==> src/rtl/fpu_pkg.sv <==
// fpu_pkg: types and constants shared by the FPU result stage and the
// commit tracker.
//
// Contents:
//   RQ_ID_W, RQ_XLEN, RQ_FLEN  default widths of instruction ID and registers
//   RQ_DATA_W                  writeback data width, max(RQ_XLEN, RQ_FLEN)
//   rq_entry_t                 one buffered result (id, data, rd, we, exc, exccode)
//   HEAD_*                     classification of the queue head
//   head_state()               derives the head classification from status bits
package fpu_pkg;

  localparam int RQ_ID_W      = 4;
  localparam int RQ_XLEN      = 32;
  localparam int RQ_FLEN      = 32;
  localparam int RQ_DATA_W    = (RQ_XLEN > RQ_FLEN) ? RQ_XLEN : RQ_FLEN;
  localparam int RQ_RD_W      = 5;
  localparam int RQ_EXCCODE_W = 6;

  typedef struct packed {
    logic [RQ_ID_W-1:0]      id;
    logic [RQ_DATA_W-1:0]    data;
    logic [RQ_RD_W-1:0]      rd;
    logic                    we;
    logic                    exc;
    logic [RQ_EXCCODE_W-1:0] exccode;
  } rq_entry_t;

  // Head classification; HEAD_EMPTY covers the no-entry case.
  localparam logic [1:0] HEAD_EMPTY = 2'd0;
  localparam logic [1:0] HEAD_WAIT  = 2'd1;
  localparam logic [1:0] HEAD_OUT   = 2'd2;
  localparam logic [1:0] HEAD_DROP  = 2'd3;

  function automatic logic [1:0] head_state(input logic empty,
                                            input logic done,
                                            input logic kill);
    logic [1:0] st;
    if (empty)      st = HEAD_EMPTY;
    else if (!done) st = HEAD_WAIT;
    else if (kill)  st = HEAD_DROP;
    else            st = HEAD_OUT;
    return st;
  endfunction

endpackage

==> src/rtl/xif_commit_tracker.sv <==
// xif_commit_tracker: per-instruction-ID done/kill status table fed by the
// CORE-V-XIF commit channel.
//
// Ports:
//   clk, reset_n           clock, asynchronous active-low reset
//   set_valid/id/kill      commit strobe: done[id]=1, kill[id]=set_kill
//   clr_valid/id           retire: clears done[id] and kill[id]
//   lookup_id[N_LOOKUP]    IDs to look up
//   lookup_done/kill       status of each looked-up ID (from registered state)
//
// A set and a clear to the same ID in one cycle resolve in favour of the set:
// the commit belongs to the next instance of that ID, the clear to the one
// being retired.
module xif_commit_tracker #(
  parameter int ID_W     = 4,
  parameter int N_LOOKUP = 1
) (
  input  logic                          clk,
  input  logic                          reset_n,
  input  logic                          set_valid,
  input  logic [ID_W-1:0]               set_id,
  input  logic                          set_kill,
  input  logic                          clr_valid,
  input  logic [ID_W-1:0]               clr_id,
  input  logic [N_LOOKUP-1:0][ID_W-1:0] lookup_id,
  output logic [N_LOOKUP-1:0]           lookup_done,
  output logic [N_LOOKUP-1:0]           lookup_kill
);

  localparam int N_IDS = 1 << ID_W;

  logic [N_IDS-1:0] done_reg;
  logic [N_IDS-1:0] kill_reg;

  genvar gi;
  generate
    for (gi = 0; gi < N_IDS; gi++) begin : g_id
      logic set_hit;
      logic clr_hit;
      assign set_hit = set_valid && (set_id == ID_W'(gi));
      assign clr_hit = clr_valid && (clr_id == ID_W'(gi));

      always_ff @(posedge clk or negedge reset_n) begin
        if (!reset_n) begin
          done_reg[gi] <= 1'b0;
          kill_reg[gi] <= 1'b0;
        end else if (set_hit) begin
          done_reg[gi] <= 1'b1;
          kill_reg[gi] <= set_kill;
        end else if (clr_hit) begin
          done_reg[gi] <= 1'b0;
          kill_reg[gi] <= 1'b0;
        end
      end
    end

    for (gi = 0; gi < N_LOOKUP; gi++) begin : g_lookup
      assign lookup_done[gi] = done_reg[lookup_id[gi]];
      assign lookup_kill[gi] = kill_reg[lookup_id[gi]];
    end
  endgenerate

endmodule

==> src/rtl/fpu_result_queue.sv <==
// fpu_result_queue: in-order result buffer between the FPU pipeline and the
// CORE-V-XIF result channel. A result is released only after its ID has been
// committed; results whose ID was killed are dropped without being presented.
//
// Ports:
//   clk, reset_n                 clock, asynchronous active-low reset
//   in_valid/in_ready            pipeline result handshake (in_ready = !full)
//   in_id/data/rd/we/exc/exccode result fields from the pipeline
//   commit_valid/id/kill         commit channel
//   result_valid/result_ready    CPU result handshake
//   result_id/data/rd/we/exc/exccode  head entry fields
//
// Build option: FPU_RESULT_QUEUE_BYPASS_EN. When defined, a result arriving
// at an empty queue whose ID is already committed is presented in the same
// cycle (and consumed without storage if accepted); an already-killed one is
// discarded on arrival. Without it, result_* depend on registered state only.
//
// Entry widths come from fpu_pkg; the width parameters must match the package.
module fpu_result_queue
  import fpu_pkg::*;
#(
  parameter int X_ID_WIDTH = RQ_ID_W,
  parameter int XLEN       = RQ_XLEN,
  parameter int FLEN       = RQ_FLEN,
  parameter int DEPTH      = 4,
  localparam int DATA_W    = (XLEN > FLEN) ? XLEN : FLEN
) (
  input  logic                  clk,
  input  logic                  reset_n,
  input  logic                  in_valid,
  output logic                  in_ready,
  input  logic [X_ID_WIDTH-1:0] in_id,
  input  logic [DATA_W-1:0]     in_data,
  input  logic [4:0]            in_rd,
  input  logic                  in_we,
  input  logic                  in_exc,
  input  logic [5:0]            in_exccode,
  input  logic                  commit_valid,
  input  logic [X_ID_WIDTH-1:0] commit_id,
  input  logic                  commit_kill,
  output logic                  result_valid,
  input  logic                  result_ready,
  output logic [X_ID_WIDTH-1:0] result_id,
  output logic [DATA_W-1:0]     result_data,
  output logic [4:0]            result_rd,
  output logic                  result_we,
  output logic                  result_exc,
  output logic [5:0]            result_exccode
);

  localparam int PTR_W = $clog2(DEPTH);

`ifdef FPU_RESULT_QUEUE_BYPASS_EN
  localparam int N_LOOKUP = 2;   // head ID and incoming ID
`else
  localparam int N_LOOKUP = 1;   // head ID only
`endif

  rq_entry_t          mem_reg [DEPTH];
  logic [PTR_W-1:0]   wr_ptr_reg;
  logic [PTR_W-1:0]   rd_ptr_reg;
  logic [PTR_W:0]     count_reg;
  logic [PTR_W:0]     count_next;

  rq_entry_t          head;
  rq_entry_t          in_entry;
  logic               empty;
  logic               full;
  logic               push;
  logic               pop;
  logic [1:0]         head_st;
  logic               head_out;
  logic               head_drop;

  logic                                clr_valid;
  logic [X_ID_WIDTH-1:0]               clr_id;
  logic [N_LOOKUP-1:0][X_ID_WIDTH-1:0] lookup_id;
  logic [N_LOOKUP-1:0]                 lookup_done;
  logic [N_LOOKUP-1:0]                 lookup_kill;

  // ---------------------------------------------------------------- status
  xif_commit_tracker #(
    .ID_W     (X_ID_WIDTH),
    .N_LOOKUP (N_LOOKUP)
  ) u_tracker (
    .clk         (clk),
    .reset_n     (reset_n),
    .set_valid   (commit_valid),
    .set_id      (commit_id),
    .set_kill    (commit_kill),
    .clr_valid   (clr_valid),
    .clr_id      (clr_id),
    .lookup_id   (lookup_id),
    .lookup_done (lookup_done),
    .lookup_kill (lookup_kill)
  );

  // ---------------------------------------------------------------- head
  assign empty     = (count_reg == '0);
  assign full      = (count_reg == (PTR_W+1)'(DEPTH));
  assign head      = mem_reg[rd_ptr_reg];
  assign head_st   = head_state(empty, lookup_done[0], lookup_kill[0]);
  assign head_out  = (head_st == HEAD_OUT);
  assign head_drop = (head_st == HEAD_DROP);

  // A killed head leaves unconditionally; a committed one waits for the CPU.
  assign pop       = (head_out && result_ready) || head_drop;
  assign in_ready  = !full;

  always_comb begin
    in_entry         = '0;
    in_entry.id      = in_id;
    in_entry.data    = in_data;
    in_entry.rd      = in_rd;
    in_entry.we      = in_we;
    in_entry.exc     = in_exc;
    in_entry.exccode = in_exccode;
  end

`ifdef FPU_RESULT_QUEUE_BYPASS_EN
  logic bypass_hit;
  logic bypass_take;
  logic bypass_kill;
  rq_entry_t out_entry;

  assign lookup_id[0] = head.id;
  assign lookup_id[1] = in_id;

  // Only an empty queue may be bypassed, so ordering is preserved and the
  // head retire port is idle whenever the bypass needs the clear port.
  assign bypass_hit  = empty && in_valid && lookup_done[1] && !lookup_kill[1];
  assign bypass_kill = empty && in_valid && lookup_done[1] &&  lookup_kill[1];
  assign bypass_take = bypass_hit && result_ready;

  assign push         = in_valid && !full && !bypass_take && !bypass_kill;
  assign result_valid = head_out || bypass_hit;
  assign out_entry    = bypass_hit ? in_entry : head;
  assign clr_valid    = pop || bypass_take || bypass_kill;
  assign clr_id       = pop ? head.id : in_id;

  assign result_id      = out_entry.id;
  assign result_data    = out_entry.data;
  assign result_rd      = out_entry.rd;
  assign result_we      = out_entry.we;
  assign result_exc     = out_entry.exc;
  assign result_exccode = out_entry.exccode;
`else
  assign lookup_id[0] = head.id;

  assign push         = in_valid && !full;
  assign result_valid = head_out;
  assign clr_valid    = pop;
  assign clr_id       = head.id;

  assign result_id      = head.id;
  assign result_data    = head.data;
  assign result_rd      = head.rd;
  assign result_we      = head.we;
  assign result_exc     = head.exc;
  assign result_exccode = head.exccode;
`endif

  // ---------------------------------------------------------------- storage
  // Entries are reset so the result_* fields read zero out of reset.
  genvar gi;
  generate
    for (gi = 0; gi < DEPTH; gi++) begin : g_entry
      always_ff @(posedge clk or negedge reset_n) begin
        if (!reset_n) begin
          mem_reg[gi] <= '0;
        end else if (push && (wr_ptr_reg == PTR_W'(gi))) begin
          mem_reg[gi] <= in_entry;
        end
      end
    end
  endgenerate

  // ---------------------------------------------------------------- pointers
  always_comb begin
    count_next = count_reg;
    case ({push, pop})
      2'b10:   count_next = count_reg + 1'b1;
      2'b01:   count_next = count_reg - 1'b1;
      default: count_next = count_reg;
    endcase
  end

  // Pointers are log2(DEPTH) bits and wrap on their own.
  always_ff @(posedge clk or negedge reset_n) begin
    if (!reset_n) begin
      wr_ptr_reg <= '0;
      rd_ptr_reg <= '0;
      count_reg  <= '0;
    end else begin
      if (push) wr_ptr_reg <= wr_ptr_reg + 1'b1;
      if (pop)  rd_ptr_reg <= rd_ptr_reg + 1'b1;
      count_reg <= count_next;
    end
  end

endmodule

==> config.mk <==
export PLATFORM = sky130hd
export DESIGN_NAME = fpu_result_queue
export DESIGN_NICKNAME = d
export VERILOG_FILES = /design/src/rtl/fpu_pkg.sv /design/src/rtl/xif_commit_tracker.sv /design/src/rtl/fpu_result_queue.sv
export SDC_FILE = /design/constraint.sdc
export NUM_CORES = 1
export LEC_CHECK = 0
export CAP_MARGIN = 10
export CORE_UTILIZATION = 40
export CTS_BUF_LIST = sky130_fd_sc_hd__clkbuf_2 sky130_fd_sc_hd__clkbuf_4 sky130_fd_sc_hd__clkbuf_8
export DETAILED_ROUTE_END_ITERATION = 7
export PLACE_DENSITY = 0.62
export SETUP_SLACK_MARGIN = 0.05
export SYNTH_ARGS = -nofsm -noshare
export SYNTH_HDL_FRONTEND = slang
export SYNTH_SLANG_ARGS = --single-unit
==> constraint.sdc <==
create_clock -name clk -period 4.2 [get_ports clk]
set_input_delay 0.42 -clock clk [delete_from_list [all_inputs] [get_ports clk]]
set_output_delay 0.42 -clock clk [all_outputs]
set_load 0.005 [all_outputs]
==> reports/metrics.cfg, run 1 <==
[global_routing]
grt_max_degree=129
first_global_vias=7180
grt_antenna_before_repair=0
grt_pass1_wl_um=38700
grt_use_total=0.187
grt_overflow=0

[yosys]
synth_warnings=0
yosysSeqAreaShare=0.558
syn_area_um2=10500
ys_async_sr_fraction=1.00
ys_types=36
syn_area_per_cell_um2=15.3
ys_seq_elements=235
synth_ff_type=dfrtp_1
synth_fp_nets=756
postSynthCellCount=691
synth_edf_count=0

[sta]
setup_violations=0
fin_crit_sh=0.911
rsz0062_at_grt=no
finalClockSkew_ns=0.0123
holdWs_ns=-0.0200
max_freq_mhz=261
setup-tns-final_ns=0
maxSlewViolCount=0
slew_headroom=0.302
fin_ws_ns=0.372
min_period_ns=3.83
hold_viol=2
worst_pin_slew_ns=1.04

[placement]
place_hpwl_um=16000
place_ws_ns=0.512
place.port_buffers=109
place_congestion=0.835

[floorplan]
die_h_um=164
num_io_pins=110
die_area_um2=27000
initial_core_util=0.406
die_w_um=164
coreArea_um2=26000
rows=59

[critical_path]
cp.arrival_ns=3.41
path_depth=8
critical_path_required_ns=3.78
cp-start-kind=flop
cp-end-kind=output pin
cp_top_family=multiplexers
crit_type=flop to output pin
reg2regPathDepth=12
critPathMaxStageDelay_ns=0.81
crit_fanout=21
worst_path_max_delay_cell=mux4_2
worst-path-buf-inv=2
path_cells=mux4_2 > mux2i_1 > a22oi_1 > nand4_1 > o21ai_2 > buf_4 > and2_1 > clkdlybuf4s50_1

[detailed_routing]
route.detailed.drc=0
postRouteAntennaNets=0
avgViaCountPerCell=5.39
routed_wirelength_um=24300
drt_first_pass_iters=4
vias=6366
drt-wirelength-per-cell_um=20.6
drtIter0Drc=318

[cells_and_area]
largest_reg_flops=196
area_growth_pct=22.0
finalNetCount=882
multi_input_area_um2=4460
fillers=2231
drive_above_1_share=0.407
regArea_um2=5890

[clock_tree]
ctsResizeCount=0
clk_latency_ns=0.54
cts_setup_buffers=0
cts_root_buf=clkbuf_8
cts_hold_buf=0
cts_tree=built
htreeDepth=2
cts.clk_slew.worst_paths_ns=0.05
clockBufferDepth=3
clock-sinks=235
cts_made_buffers=43

[outcome]
violations=hold timing
status=finished with violations

[power]
power.static_leakage_uw=0.00546
p_per_area_nw_per_um2=899
ir_drop_mv=0.450

[worst_hold_path]
worst_hold_path_type=primary input to asynchronous set/reset pin

[job]
maxCapViolCount=0

-- kinds of logic (layout without fill, tap and decap cells) --
family,after synthesis,after routing,synth area share
flip-flops,235,235,0.558
AO/OA/AOI/OAI,43,43,0.0312
multiplexers,263,263,0.332
XOR/XNOR,6,6,0.00499
buffers and inverters,49,203,0.0197
AND/OR/NAND/NOR,89,89,0.0465
other,0,1,0
adder cells (fa/ha/maj),6,6,0.00784
-- layout make-up --
cell class	instances	share of cell area
multi-input combinational	407	0.347
clock buffer	67	0.0625
tap	335	0.0326
inverter	7	0.00204
antenna	1	0.000195
sequential	235	0.458
clock inverter	6	0.00321
timing repair buffer	123	0.0944
-- layer usage --
layer,track usage,wire [um],vias to the layer above
met4,0.0564,452,0
li1,-,-,2826
met5,0,0,-
met1,0.224,9850,3362
met2,0.327,12600,138
met3,0.0518,1420,40
-- stage by stage --
stage	hold slack (ns)	cell area, um2	power (uW)	util	instances
floorplan	0.124	10500	7400	-	691
global route	0.0709	12800	12300	0.495	1180
detailed placement	0.476	12000	9510	0.462	1107
CTS	0.0282	12800	11700	0.495	1180
finish	-0.0200	12900	11600	0.495	1181
global placement	0.468	12000	9230	0.462	1107
-- layout by cell type, fill, tap and decap left out, types with 4 or more instances in the layout --
master,n
nand2_1,7
mux2i_1,17
inv_1,7
nand3_1,4
mux4_2,49
mux2_2,196
nand2_2,4
nor2b_1,20
ha_1,5
dfrtp_1,233
clkdlybuf4s50_1,108
nand2b_1,4
o22ai_1,5
a22o_1,15
buf_4,13
nor3_1,4
clkbuf_8,48
and2_1,4
nor2_1,16
nand4_1,16
a21o_1,15
clkbuf_4,19
-- final timing paths --
check	from	endpoint	slack [ns]
min in group clk	u_tracker.done_reg[5]$_DFFE_PN0P_	u_tracker.done_reg[5]$_DFFE_PN0P_	0.49
max in group asynchronous	reset_n	mem_reg[118]$_DFFE_PN0P_	3.14
min reg2reg	u_tracker.done_reg[5]$_DFFE_PN0P_	u_tracker.done_reg[5]$_DFFE_PN0P_	0.49
min	reset_n	mem_reg[99]$_DFFE_PN0P_	-0.02
max reg2reg	rd_ptr_reg[0]$_DFFE_PN0P_	count_reg[2]$_DFFE_PN0P_	0.49
max	rd_ptr_reg[0]$_DFFE_PN0P_	result_valid	0.37
-- Yosys cell counts, types with 2 or more instances --
| cell type | number | area share |
|---|---|---|
| a21o_1 | 15 | 0.011 |
| ha_1 | 5 | 0.0059 |
| clkbuf_1 | 28 | 0.010 |
| or3_1 | 3 | 0.0018 |
| nor2_1 | 16 | 0.0057 |
| nand2b_1 | 4 | 0.0024 |
| xor2_1 | 3 | 0.0025 |
| nand3_1 | 4 | 0.0019 |
| o22ai_1 | 5 | 0.0030 |
| a22o_1 | 15 | 0.012 |
| nor3_1 | 4 | 0.0019 |
| mux2_2 | 196 | 0.21 |
| dfrtp_1 | 235 | 0.56 |
| mux2i_1 | 17 | 0.016 |
| xnor2_1 | 3 | 0.0025 |
| nor2b_1 | 20 | 0.012 |
| nand4_1 | 16 | 0.0095 |
| and2_1 | 4 | 0.0024 |
| inv_1 | 7 | 0.0025 |
| nand2_1 | 11 | 0.0039 |
| mux4_2 | 49 | 0.10 |
| a22oi_1 | 3 | 0.0021 |
| nand3b_1 | 3 | 0.0021 |
| buf_6 | 2 | 0.0021 |
| buf_1 | 7 | 0.0025 |
| o21ai_0 | 3 | 0.0014 |
| buf_2 | 4 | 0.0019 |
-- power by group --
part	total (uW)	internal (uW)	leakage [uW]	switching [uW]
registers	4040	3440	0.00279	605
clock network	2130	1210	0.000451	917
logic	5380	3180	0.00221	2200
Power figures use the tool's default switching activity.
==> run 2: changes to the inputs <==
Settings changed: MAX_ROUTING_LAYER from default to met4, PLACE_DENSITY 0.62 to default, SKIP_CTS_REPAIR_TIMING from default to 1.
==> run 2 against run 1 <==
Compared with the run above: largest power group unchanged; clock power increased by 11%; the flow still finishes with violations (hold timing); critical path type unchanged; setup slack got worse by 0.052 ns; global-route usage increased by 0.25 points; highest routed layer unchanged; design area increased by 1.2%.
==> reports/metrics.cfg, run 2 (same netlist as run 1, synthesis figures left out) <==
[clock_tree]
cts.clk_slew.worst_paths_ns=0.05  ; about the same
cts_root_buf=clkbuf_8  ; unchanged
htreeDepth=2  ; unchanged
clock-sinks=235  ; unchanged
clockBufferDepth=3  ; unchanged
cts_made_buffers=43  ; unchanged
clk_latency_ns=0.55  ; was 0.54 ns
cts_tree=built  ; unchanged

[global_routing]
grt_pass1_wl_um=38100  ; was 38700 um
grt_antenna_before_repair=0  ; unchanged
grt_max_degree=137  ; was 129
grt_use_total=0.190  ; was 0.187
first_global_vias=7177  ; was 7180
grt_overflow=0  ; unchanged

[detailed_routing]
drt-wirelength-per-cell_um=20.4  ; was 20.6 um
routed_wirelength_um=24100  ; was 24300 um
drt_first_pass_iters=4  ; unchanged
vias=6290  ; was 6366
avgViaCountPerCell=5.33  ; was 5.39
postRouteAntennaNets=0  ; unchanged
route.detailed.drc=0  ; unchanged
drtIter0Drc=241  ; was 318

[power]
ir_drop_mv=0.497  ; was 0.450 mV
p_sw_uw=3740  ; was 3720 uW
p_seq_frac=0.345  ; was 0.350
power.static_leakage_uw=0.00552  ; was 0.00546 uW
combPwrFrac=0.454  ; was 0.466
swShare=0.317  ; was 0.322
clkPwrFrac=0.200  ; was 0.184
p_int_uw=8040  ; was 7830 uW
p_per_area_nw_per_um2=906  ; was 899 nW/um2

[critical_path]
crit_type=flop to output pin  ; unchanged
cp.arrival_ns=3.46  ; was 3.41 ns
reg2regPathDepth=12  ; unchanged
critical_path_required_ns=3.78  ; about the same
cp-end-kind=output pin  ; unchanged
crit_fanout=19  ; was 21
cp-start-kind=flop  ; unchanged

[cells_and_area]
design_area_um2=13000  ; was 12900 um2
final_cell_mix=dfrtp_1 (233), mux2_2 (196), clkdlybuf4s50_1 (108)  ; unchanged
final_common_cell=dfrtp_1  ; unchanged
drive_above_1_share=0.406  ; was 0.407
largest_reg_flops=196  ; unchanged
regArea_um2=5890  ; unchanged
finalNetCount=878  ; was 882
fillers=2212  ; was 2231
fin_cells=1181  ; unchanged
multi_input_area_um2=4490  ; was 4460 um2
area_growth_pct=23.4  ; was 22.0%

[placement]
placed_cell_area_um2=12000  ; about the same
place.port_buffers=109  ; unchanged
place_hpwl_um=15600  ; was 16000 um
dpl.cell_count=1102  ; was 1107
place_congestion=0.882  ; was 0.835

[sta]
min_period_ns=3.88  ; was 3.83 ns
setup_violations=0  ; unchanged
finalClockSkew_ns=0.0346  ; was 0.0123 ns
worst_pin_slew_ns=1.10  ; was 1.04 ns
hold_viol=10  ; was 2
fin_crit_sh=0.924  ; was 0.911
setup-tns-final_ns=0  ; unchanged
rsz0062_at_grt=no  ; unchanged
slew_headroom=0.265  ; was 0.302
max_freq_mhz=258  ; was 261 MHz
maxSlewViolCount=0  ; unchanged
holdWs_ns=-0.0411  ; was -0.0200 ns

[floorplan]
coreArea_um2=26000  ; unchanged
die_h_um=164  ; unchanged
die_area_um2=27000  ; unchanged
die_w_um=164  ; unchanged
num_io_pins=110  ; unchanged
rows=59  ; unchanged
initial_core_util=0.406  ; unchanged

[job]
maxCapViolCount=0  ; unchanged

[outcome]
violations=hold timing  ; unchanged
status=finished with violations  ; unchanged

[worst_hold_path]
worst_hold_path_type=primary input to asynchronous set/reset pin  ; unchanged

## run 2: cell count changes in the layout (fill, tap and decap cells not counted)
cell and change:
clkbuf_8 +8, buf_4 -7, clkbuf_4 -7, buf_12 +2, bufinv_16 +2, clkinv_8 +1
inv_6 +1, inv_8 -1, mux4_1 +1, o21ai_2 -1, o21ai_4 +1
## run 2: worst max-delay path, cell delays in order, from the launching register on
cell	delay, ns
dfrtp_4	0.54
mux4_2	0.73
mux2i_1	0.19
a22oi_1	0.21
nand2_1	0.12
o21ai_4	0.38
and2_1	0.24
clkdlybuf4s50_1	0.51
## run 2: power by group through the flow
stage | clock, uW | combinational (uW) | sequential (uW)
floorplan | 0 | 3590 | 3810
global placement | 0 | 5230 | 3980
detailed placement | 0 | 5370 | 4080
CTS | 2440 | 5400 | 4060
global route | 2530 | 5790 | 4210
finish | 2360 | 5350 | 4070
## run 2: final timing paths
check / from / end / slack (ns)
max: rd_ptr_reg[0]$_DFFE_PN0P_ / result_valid / 0.32
min: reset_n / mem_reg[148]$_DFFE_PN0P_ / -0.04
max reg2reg: rd_ptr_reg[0]$_DFFE_PN0P_ / count_reg[2]$_DFFE_PN0P_ / 0.59
min reg2reg: u_tracker.done_reg[5]$_DFFE_PN0P_ / u_tracker.done_reg[5]$_DFFE_PN0P_ / 0.48
max in group asynchronous: reset_n / count_reg[1]$_DFFE_PN0P_ / 3.25
min in group clk: u_tracker.done_reg[5]$_DFFE_PN0P_ / u_tracker.done_reg[5]$_DFFE_PN0P_ / 0.48
## run 2: final cells by class
class                           instances  share of cell area
Clock inverter                          9             0.00885
Inverter                                7             0.00202
Antenna cell                            1            0.000192
Tap cell                              335              0.0322
Multi-Input combinational cell        408               0.346
Clock buffer                           68              0.0662
Sequential cell                       235               0.453
Timing Repair Buffer                  118              0.0924
## run 2: metrics by stage
stage,setup WS [ns],utilization,power [uW]
floorplan,1.02,-,7400
global placement,0.508,0.462,9210
detailed placement,0.398,0.462,9460
CTS,0.0415,0.499,11900
global route,0.146,0.500,12500
finish,0.319,0.500,11800
## run 2: metal layers
metal / wire length, um / share of wire / GRT usage
met1: 9900 / 0.41 / 0.216
met2: 12300 / 0.51 / 0.322
met3: 1420 / 0.059 / 0.0543
met4: 509 / 0.021 / 0.0585
met5: 0 / 0 / -
